--- src/rtl/sprite_frame_sequencer_if.sv ---
// CPU write port (Avalon-style) between the processor bus and the sprite sequencer.
// The master drives writes; the sequencer only listens.
interface sprite_frame_sequencer_if;
   logic        chipselect;
   logic        write;
   logic [3:0]  address;
   logic [31:0] writedata;

   modport master (output chipselect, output write, output address, output writedata);
   modport slave  (input  chipselect, input  write, input  address, input  writedata);
endinterface

--- src/rtl/sprite_frame_sequencer.sv ---
// Double-buffered sprite register bank: CPU writes land in shadows and are committed
// to the active set at the start of vertical blank; also sequences the run animation.
module sprite_frame_sequencer #(
   parameter int HACTIVE    = 1280,
   parameter int VACTIVE    = 480,
   parameter int ANIM_RESET = 6
) (
   input  logic                   clk,
   input  logic                   reset_n,
   sprite_frame_sequencer_if.slave bus,
   input  logic [10:0]            hcount,
   input  logic [9:0]             vcount,
   output logic [7:0]             dino_x,
   output logic [7:0]             dino_y,
   output logic [7:0]             jump_x,
   output logic [7:0]             jump_y,
   output logic [7:0]             duck_x,
   output logic [7:0]             duck_y,
   output logic [7:0]             scac_x,
   output logic [7:0]             scac_y,
   output logic [7:0]             godzilla_x,
   output logic [7:0]             godzilla_y,
   output logic [7:0]             score_x,
   output logic [7:0]             score_y,
   output logic [3:0]             score,
   output logic [1:0]             sprite_state,
   output logic                   frame_tick,
   output logic [15:0]            frame_count,
   output logic                   pending
);

   localparam int         NumPos  = 12;
   localparam logic [9:0] VCommit = 10'(VACTIVE);

   typedef enum logic [1:0] {RUN0 = 2'd0, RUN1 = 2'd1, RUN2 = 2'd2} animState_e;

   function automatic logic [7:0] posResetVal(input int idx);
      logic [7:0] v;
      case (idx)
         0, 1, 7, 8: v = 8'd100;
         2, 5:       v = 8'd200;
         3:          v = 8'd150;
         4:          v = 8'd44;
         6:          v = 8'd244;
         9:          v = 8'd4;
         10:         v = 8'd225;
         11:         v = 8'd185;
         default:    v = 8'd0;
      endcase
      return v;
   endfunction

   logic [7:0]  shadowPos_q [NumPos];
   logic [7:0]  shadowPos_d [NumPos];
   logic [7:0]  activePos_q [NumPos];
   logic [7:0]  activePos_d [NumPos];
   logic [3:0]  shadowScore_q, shadowScore_d;
   logic [3:0]  activeScore_q, activeScore_d;
   logic [1:0]  ctrl_q, ctrl_d;
   logic        pending_q, pending_d;
   logic        frameTick_q;
   logic [15:0] frameCount_q;
   logic [7:0]  animPeriod_q;
   logic [7:0]  animCnt_q;
   animState_e  state_q;

   logic wrEn, commitPt, forceCommit, doCommit;
   logic posWrite, scoreWrite, periodWrite, ctrlWrite;
   logic unusedWdataHi;

   // A zero-width line has no first pixel, so it can never reach the commit point.
   assign commitPt    = (HACTIVE > 0) && (hcount == 11'd0) && (vcount == VCommit);
   assign wrEn        = bus.chipselect && bus.write;
   assign posWrite    = wrEn && (bus.address < 4'd12);
   assign scoreWrite  = wrEn && (bus.address == 4'd12);
   assign periodWrite = wrEn && (bus.address == 4'd13);
   assign ctrlWrite   = wrEn && (bus.address == 4'd14);
   assign forceCommit = wrEn && (bus.address == 4'd15);
   assign doCommit    = (commitPt && !ctrl_q[1]) || forceCommit;

   assign unusedWdataHi = ^bus.writedata[31:8];

   // Commit copies the pre-write shadows; a same-cycle write still lands afterwards.
   always_comb begin
      shadowPos_d   = shadowPos_q;
      activePos_d   = activePos_q;
      shadowScore_d = shadowScore_q;
      activeScore_d = activeScore_q;
      ctrl_d        = ctrl_q;
      pending_d     = pending_q;

      if (doCommit) begin
         activePos_d   = shadowPos_q;
         activeScore_d = shadowScore_q;
         pending_d     = 1'b0;
      end
      for (int i = 0; i < NumPos; i++) begin
         if (posWrite && (bus.address == 4'(i))) begin
            shadowPos_d[i] = bus.writedata[7:0];
            if (ctrl_q[0]) activePos_d[i] = bus.writedata[7:0];
         end
      end
      if (scoreWrite) begin
         shadowScore_d = bus.writedata[3:0];
         if (ctrl_q[0]) activeScore_d = bus.writedata[3:0];
      end
      if ((posWrite || scoreWrite) && !ctrl_q[0]) pending_d = 1'b1;
      if (ctrlWrite) ctrl_d = bus.writedata[1:0];
   end

   always_ff @(posedge clk or negedge reset_n) begin
      if (!reset_n) begin
         for (int i = 0; i < NumPos; i++) begin
            shadowPos_q[i] <= posResetVal(i);
            activePos_q[i] <= posResetVal(i);
         end
         shadowScore_q <= 4'd0;
         activeScore_q <= 4'd0;
         ctrl_q        <= 2'd0;
         pending_q     <= 1'b0;
         frameTick_q   <= 1'b0;
         frameCount_q  <= 16'd0;
      end else begin
         shadowPos_q   <= shadowPos_d;
         activePos_q   <= activePos_d;
         shadowScore_q <= shadowScore_d;
         activeScore_q <= activeScore_d;
         ctrl_q        <= ctrl_d;
         pending_q     <= pending_d;
         frameTick_q   <= commitPt;
         frameCount_q  <= commitPt ? frameCount_q + 16'd1 : frameCount_q;
      end
   end

   // Writing the period restarts the count and takes priority over a coincident tick.
   always_ff @(posedge clk or negedge reset_n) begin
      if (!reset_n) begin
         state_q      <= RUN0;
         animCnt_q    <= 8'd0;
         animPeriod_q <= 8'(ANIM_RESET);
      end else if (periodWrite) begin
         animPeriod_q <= bus.writedata[7:0];
         animCnt_q    <= 8'd0;
      end else if (commitPt) begin
         if (animPeriod_q == 8'd0) begin
            animCnt_q <= 8'd0;
         end else if (animCnt_q == animPeriod_q - 8'd1) begin
            animCnt_q <= 8'd0;
            case (state_q)
               RUN0:    state_q <= RUN1;
               RUN1:    state_q <= RUN2;
               default: state_q <= RUN0;
            endcase
         end else begin
            animCnt_q <= animCnt_q + 8'd1;
         end
      end
   end

   assign dino_x       = activePos_q[0];
   assign dino_y       = activePos_q[1];
   assign jump_x       = activePos_q[2];
   assign jump_y       = activePos_q[3];
   assign duck_x       = activePos_q[4];
   assign duck_y       = activePos_q[5];
   assign scac_x       = activePos_q[6];
   assign scac_y       = activePos_q[7];
   assign godzilla_x   = activePos_q[8];
   assign godzilla_y   = activePos_q[9];
   assign score_x      = activePos_q[10];
   assign score_y      = activePos_q[11];
   assign score        = activeScore_q;
   assign sprite_state = state_q;
   assign frame_tick   = frameTick_q;
   assign frame_count  = frameCount_q;
   assign pending      = pending_q;

endmodule

--- src/flat_wrapper.sv ---
// flat-port wrapper written by rule: the top's interface ports become plain ports
module sprite_frame_sequencer_flat 
#(
   parameter int HACTIVE    = 1280,
   parameter int VACTIVE    = 480,
   parameter int ANIM_RESET = 6
)
  (clk, reset_n, hcount, vcount, dino_x, dino_y, jump_x, jump_y, duck_x, duck_y, scac_x, scac_y, godzilla_x, godzilla_y, score_x, score_y, score, sprite_state, frame_tick, frame_count, pending, bus_chipselect, bus_write, bus_address, bus_writedata);
  sprite_frame_sequencer_if bus_i ();
  input  logic clk;
  input  logic reset_n;
  input  logic [10:0] hcount;
  input  logic [9:0] vcount;
  output logic [7:0] dino_x;
  output logic [7:0] dino_y;
  output logic [7:0] jump_x;
  output logic [7:0] jump_y;
  output logic [7:0] duck_x;
  output logic [7:0] duck_y;
  output logic [7:0] scac_x;
  output logic [7:0] scac_y;
  output logic [7:0] godzilla_x;
  output logic [7:0] godzilla_y;
  output logic [7:0] score_x;
  output logic [7:0] score_y;
  output logic [3:0] score;
  output logic [1:0] sprite_state;
  output logic frame_tick;
  output logic [15:0] frame_count;
  output logic pending;
  input wire logic [$bits(bus_i.chipselect)-1:0] bus_chipselect;
  input wire logic [$bits(bus_i.write)-1:0] bus_write;
  input wire logic [$bits(bus_i.address)-1:0] bus_address;
  input wire logic [$bits(bus_i.writedata)-1:0] bus_writedata;
  assign bus_i.chipselect = bus_chipselect;
  assign bus_i.write = bus_write;
  assign bus_i.address = bus_address;
  assign bus_i.writedata = bus_writedata;
  sprite_frame_sequencer #(.HACTIVE(HACTIVE), .VACTIVE(VACTIVE), .ANIM_RESET(ANIM_RESET)) u_core (.clk(clk), .reset_n(reset_n), .bus(bus_i), .hcount(hcount), .vcount(vcount), .dino_x(dino_x), .dino_y(dino_y), .jump_x(jump_x), .jump_y(jump_y), .duck_x(duck_x), .duck_y(duck_y), .scac_x(scac_x), .scac_y(scac_y), .godzilla_x(godzilla_x), .godzilla_y(godzilla_y), .score_x(score_x), .score_y(score_y), .score(score), .sprite_state(sprite_state), .frame_tick(frame_tick), .frame_count(frame_count), .pending(pending));
endmodule
--- config.mk ---
export PLATFORM = sky130hd
export DESIGN_NAME = sprite_frame_sequencer_flat
export DESIGN_NICKNAME = d
export VERILOG_FILES = /design/src/rtl/sprite_frame_sequencer_if.sv /design/src/rtl/sprite_frame_sequencer.sv /design/src/flat_wrapper.sv
export SDC_FILE = /design/constraint.sdc
export NUM_CORES = 1
export LEC_CHECK = 0
export CAP_MARGIN = 20
export CORE_UTILIZATION = 55
export CTS_BUF_LIST = sky130_fd_sc_hd__clkbuf_2
export DETAILED_ROUTE_END_ITERATION = 8
export GPL_TIMING_DRIVEN = 0
export PLACE_DENSITY = 0.83
export SYNTH_ARGS = -nofsm -noshare
export SYNTH_HDL_FRONTEND = slang
export SYNTH_SLANG_ARGS = --single-unit
export TNS_END_PERCENT = 50
--- constraint.sdc ---
create_clock -name clk -period 2.9 [get_ports clk]
set_input_delay 0.29 -clock clk [delete_from_list [all_inputs] [get_ports clk]]
set_output_delay 0.29 -clock clk [all_outputs]
set_load 0.01 [all_outputs]
# Word level (Yosys, flattened, before mapping)
# Cells that the tools add are included.
[totals]
ff_bits = 238
in_bits = 61
out_inout_bits = 120
elab_cells = 124
[op_classes]
n_addsub = 3
order_cmp = 1
eq_ne = 18
n_mux = 35
bitwise_logic = 2
reduce_logical = 32
[op_table]
columns = ["operator", "n"]
rows = [
  ["8-bit two-way mux", 28],
  ["96-bit two-way mux", 1],
  ["4-bit == test, second input constant", 8],
  ["1-bit logical AND", 21],
  ["16-bit by 1-bit adder with 16-bit output, second input constant", 1],
  ["4-bit by 3-bit == test with 1-bit output, second input constant", 4],
  ["4-bit two-way mux", 3],
  ["11-bit zero test", 1],
  ["10-bit by 9-bit == test with 1-bit output, second input constant", 1],
  ["8-bit by 1-bit adder with 8-bit output, second input constant", 1],
  ["4-bit by 2-bit == test with 1-bit output, second input constant", 2],
  ["8-bit == test", 1],
  ["8-bit zero test", 1],
  ["8-bit by 1-bit subtractor with 8-bit output, second input constant", 1],
  ["4-bit by 1-bit == test with 1-bit output, second input constant", 1],
  ["4-bit zero test", 1],
  ["4-bit less-than comparator, second input constant", 1],
  ["2-bit case mux with 2 select lines", 1],
  ["4-bit AND reduction", 1],
  ["2-bit nonzero test", 2],
  ["2-bit by 1-bit == test with 1-bit output, second input constant", 1],
  ["1-bit zero test", 2],
  ["2-bit zero test", 1],
  ["1-bit logical OR", 2],
  ["other kinds (2)", 4],
]

# Logic depth before layout (Yosys ltp)
[logic_depth]
word_depth = 7
ltp_mapped = 8
ltp_nobuf = 8

# Worst setup path after synthesis
# OpenSTA, ideal clock, no wires.
[synth_timing]
kind = "register -> register"
from = "register u_core.animPeriod_q[0]"
to = "register u_core.state_q[0], in the netlist u_core.sprite_state[0]"
arrival_ns = 2.184
t_required_ns = 2.773
path_slack_ns = 0.588
stages_incl_launch_ff = 7
n_path_buf = 0
path_cell_list = "dfrtp_1 > or4_4 > or4_4 > xnor2_2 > nand4_4 > nor2b_4 > mux2_1"
[synth_between]
elab_chain_cells = 3
elab_cells_between_ends = 5
[synth_rtl]
columns = ["item", "line_no", "text"]
rows = [
  ["from (decl)", "sprite_frame_sequencer.sv:63", "logic [7:0] animPeriod_q;"],
  ["from (signal assigned)", "sprite_frame_sequencer.sv:140", "animPeriod_q <= 8'(ANIM_RESET);"],
  ["from (signal assigned)", "sprite_frame_sequencer.sv:142", "animPeriod_q <= bus.writedata[7:0];"],
  ["8-bit by 1-bit subtractor with 8-bit output or 8-bit zero test (tied branches)", "sprite_frame_sequencer.sv:147, sprite_frame_sequencer.sv:145", ""],
  ["8-bit == test or 1-bit NOT (tied branches)", "--", ""],
  ["4-bit AND reduction (no line) (*)", "--", ""],
  ["to (signal assigned)", "sprite_frame_sequencer.sv:150", "RUN0: state_q <= RUN1;"],
  ["to (signal assigned)", "sprite_frame_sequencer.sv:151", "RUN1: state_q <= RUN2;"],
  ["to (signal assigned)", "sprite_frame_sequencer.sv:152", "default: state_q <= RUN0;"],
  ["to (decl)", "sprite_frame_sequencer.sv:65", "animState_e state_q;"],
]
# Mark *: on every way between the ends. The rest lies on a longest branch, timed or not.
# A chain may end at the register's enable or synchronous reset.

# Final worst setup path
[layout_timing]
from = "register u_core.animPeriod_q[0]"
to = "register u_core.state_q[1], in the netlist u_core.sprite_state[1]"
# Same word-level chain as after synthesis.

==> metrics.md <==
| Metric | Value |
|---|---|
| Status | complete, no violations |
| Fill cells | 1398 |
| Critical path required time | 3.65 ns |
| Final hold viol count | 0 |
| Initial Utilization | 56.1% |
| P_int | 0.00626 W |
| Post-Synthesis Net Count | 992 |
| Critical Path Stages | 6 |
| H-tree depth | 2 |
| Worst-Margin Slew | 0.967 ns |
| Synth top area cells | dfrtp_1 37%, dfstp_2 21%, mux2i_1 9.5% |
| Clk pwr share | 27.3% |
| Synth cell types | 44 |
| Min-Delay Path Class | in2reg |
| Commonest cells post-synth | 156 x dfrtp_1, 127 x nor2_1, 107 x nand2_1 |
| Wire length per cell | 19.0 um |
| Initial antenna violation count | 0 |
| Max stage delay on crit path | 0.56 ns |
| Worst path buffer plus inverter count | 0 |
| Syn-to-layout area delta | 23.3% |
| Number of flops mapped to enable cells by yosys | 0 |
| Final worst path period share | 85.0% |
| Overall die height | 140 um |
| Routed vias | 7949 |
| N_diodes | 0 |
| GRT overflow | 0 |
| Via/cell ratio | 5.58 |
| CTS tree | yes |
| Number of global-route vias before repair | 7891 |
| First-pass GRT wire length | 42100 um |
| Router iterations before antenna repair | 5 |
| Seq/Total Area, Yosys | 57.7% |
| Combinational Power Share | 21.4% |
| Max Slew Vio Count | 0 |
| DP HPWL | 17800 um |
| Fraction of layout cells with a size suffix above 1 | 24.6% |
| Ys flop type | dfrtp_1 |
| Die area | 19600 um^2 |
| Largest net degree at the start of global routing | 124 |
| Post-synth top area share | 37.2% |
| CP Capture Type | flip-flop |
| Reg power frac | 51.3% |
| Post-DP Area | 12300 um^2 |
| ANT nets after route | 0 |
| Inserted Clock Buffers | 59 |
| Cell Chain, Critical Path | or4_4, or4_4, xnor2_2, nand4_4, nor2b_4, mux2_1 |
| IO Pins | 181 |
| Mapped cell area | 10500 um^2 |
| VDD IR max | 0.477 mV |
| R2R depth | 6 |
| CTS resizes | 0 |
| Fin util | 69.2% |
| Synth Area per Inst | 11.3 um^2 |
| Die W | 140 um |
| CP Launch Point | u_core.animPeriod_q[0] |
| Async S/R FF share, synth | 100% |
| Max_slew headroom | 35.5% |
| Clock Tree Buf Depth | 3 |
| Core area | 18700 um^2 |
| RD Place Congestion | 0.883 |
| Kind of cell adding the most delay to the critical path | simple AND/OR/NAND/NOR gates |
| Layout Nets | 1207 |
| FP Rows | 50 |
| Clk Latency, worst-skew pair | 0.85 ns |
| Power Dens Cells | 683 nW/um^2 |
| Final instance area | 12900 um^2 |
| CP dominant cell by count | or4_4 |
| CP arrival | 3.21 ns |
| Psw | 0.00258 W |
| Worst R2R Start | u_core.animPeriod_q[0] |
| Final min period | 2.46 ns |
| Total GRT Usage | 28.0% |
| Setup Fix Bufs, Post-CTS | 0 |
| WS Path Type | reg2reg |
| Iteration-0 DRC Markers | 541 |
| Clock-pin slew on the worst setup and hold paths | 0.11 ns |
| Worst Path Max Fanout | 8 |
| Max Cap Violations | 0 |
| CP max-delay cell | or4_4 |
| CTS root buffer | clkbuf_2 |
| DRC viols | 0 |
| Worst R2R End | u_core.sprite_state[1] |
| Synthesized instance count | 927 |
| Pleak | 5.61 nW |
| Hold_ws | 0.0552 ns |
| Unrepaired setup endpoints after global routing | no |
| Worst setup endpoint | u_core.sprite_state[1] |
| Number of port buffers | 152 |
| Fmax | 406 MHz |
| Sw frac | 29.2% |
| # clock sinks | 238 |
| Design Power | 0.00884 W |
| Reg2Reg Setup Slack | 0.44 ns |
| Setup-failing EPs final | 0 |
| Hold buffers post-CTS | 1 |
| Yosys top cell by area | dfrtp_1 |
| Critical Path Source Type | flip-flop |
| Yosys warns | 0 |
| Most numerous cell in the Yosys netlist | dfrtp_1 |
| #FFs+latches synth | 238 |
| Skew final | 0.0433 ns |
| Total wire length | 27100 um |
[worst min-delay path by stage]
stage	start	depth (start not counted)	endpoint	slack, ns
final	bus_writedata[2]	2	u_core.shadowPos_q[42]	0.06
after global routing	bus_writedata[2]	2	u_core.animPeriod_q[2]	0.01
after CTS	bus_writedata[2]	2	u_core.shadowPos_q[90]	0.001
after detailed placement	reset_n	1	u_core.frame_count[5]	0.43
after global placement	u_core.shadowPos_q[65]	2	u_core.shadowPos_q[65]	0.45
after floorplan	reset_n	0	u_core.animCnt_q[0]	-0.006
[per-stage QoR]
step           setup TNS, ns  cells  setup WS [ns]
2_1_floorplan              0    927          0.588
3_3_place_gp        -1703.52   1313          -8.18
3_5_place_dp           -6.05   1314         -0.124
4_1_cts                    0   1424          0.416
5_1_grt                    0   1424          0.359
6_report                   0   1424          0.435
[final cells by class]
class	count	area (um^2)	area share (%)
inverters	9	33.8	0.261
flip-flops and latches	238	6060	46.8
multi-input cells	626	4170	32.2
clock buffers	99	495	3.83
well taps	234	293	2.26
plain buffers	54	239	1.85
repair buffers	154	1560	12.1
clock inverters	10	93.8	0.725
[metal layers]
metal / up-vias / part of all wire [%] / track usage [%]
met5: - / 0 / 0
met4: 0 / 2.6 / 9.60
li1: 3648 / - / -
met2: 320 / 47 / 45.1
met3: 58 / 7.5 / 6.32
met1: 3923 / 43 / 37.6
[state kept, by name, indices dropped and copies added, names as in the netlist, 4 cells and up]
| name | cells |
|---|---|
| u_core.shadowPos_q | 96 |
| u_core.frame_count | 16 |
| u_core.animCnt_q | 8 |
| u_core.animPeriod_q | 8 |
| u_core.dino_x | 8 |
| u_core.dino_y | 8 |
| u_core.duck_x | 8 |
| u_core.duck_y | 8 |
| u_core.godzilla_x | 8 |
| u_core.godzilla_y | 8 |
| u_core.jump_x | 8 |
| u_core.jump_y | 8 |
| u_core.scac_x | 8 |
| u_core.scac_y | 8 |
| u_core.score_x | 8 |
| u_core.score_y | 8 |
| u_core.score | 4 |
| u_core.shadowScore_q | 4 |
[kinds of logic after synthesis]
family	count (synthesis)	share of synthesized area [%]
buf+inv	63	2.60
mux	186	18.8
flops	238	57.7
compound gates	116	5.82
simple gates	291	12.2
fa+ha+maj	4	0.477
xor+xnor	29	2.49
[power groups by stage]
stage	Combinational [W]	Sequential, W	Clock (W)
after floorplan	0.000772	0.00462	0
after global placement	0.00183	0.00456	0
after detailed placement	0.00189	0.00458	0
after CTS	0.00190	0.00453	0.00245
after global routing	0.00203	0.00460	0.00262
final	0.00189	0.00453	0.00241
[cells in the final DEF, fill, tap and decap left out, types with 4 or more instances in the layout]
cell type and count:
nand2b_1 4, buf_4 9, nor2_1 127, mux2i_1 100
nand2_1 107, ha_1 4, dfstp_2 82, xor2_1 12
nand3_1 11, clkinv_1 8, xnor2_1 16, inv_1 6
clkbuf_2 99, clkdlybuf4s50_1 151, dfrtp_1 156, a21oi_1 102
mux2_2 84, and3_1 5, nor3_1 4, nand4_1 8
clkbuf_1 40, o21ai_0 6
(Power assumes the default switching activity.)
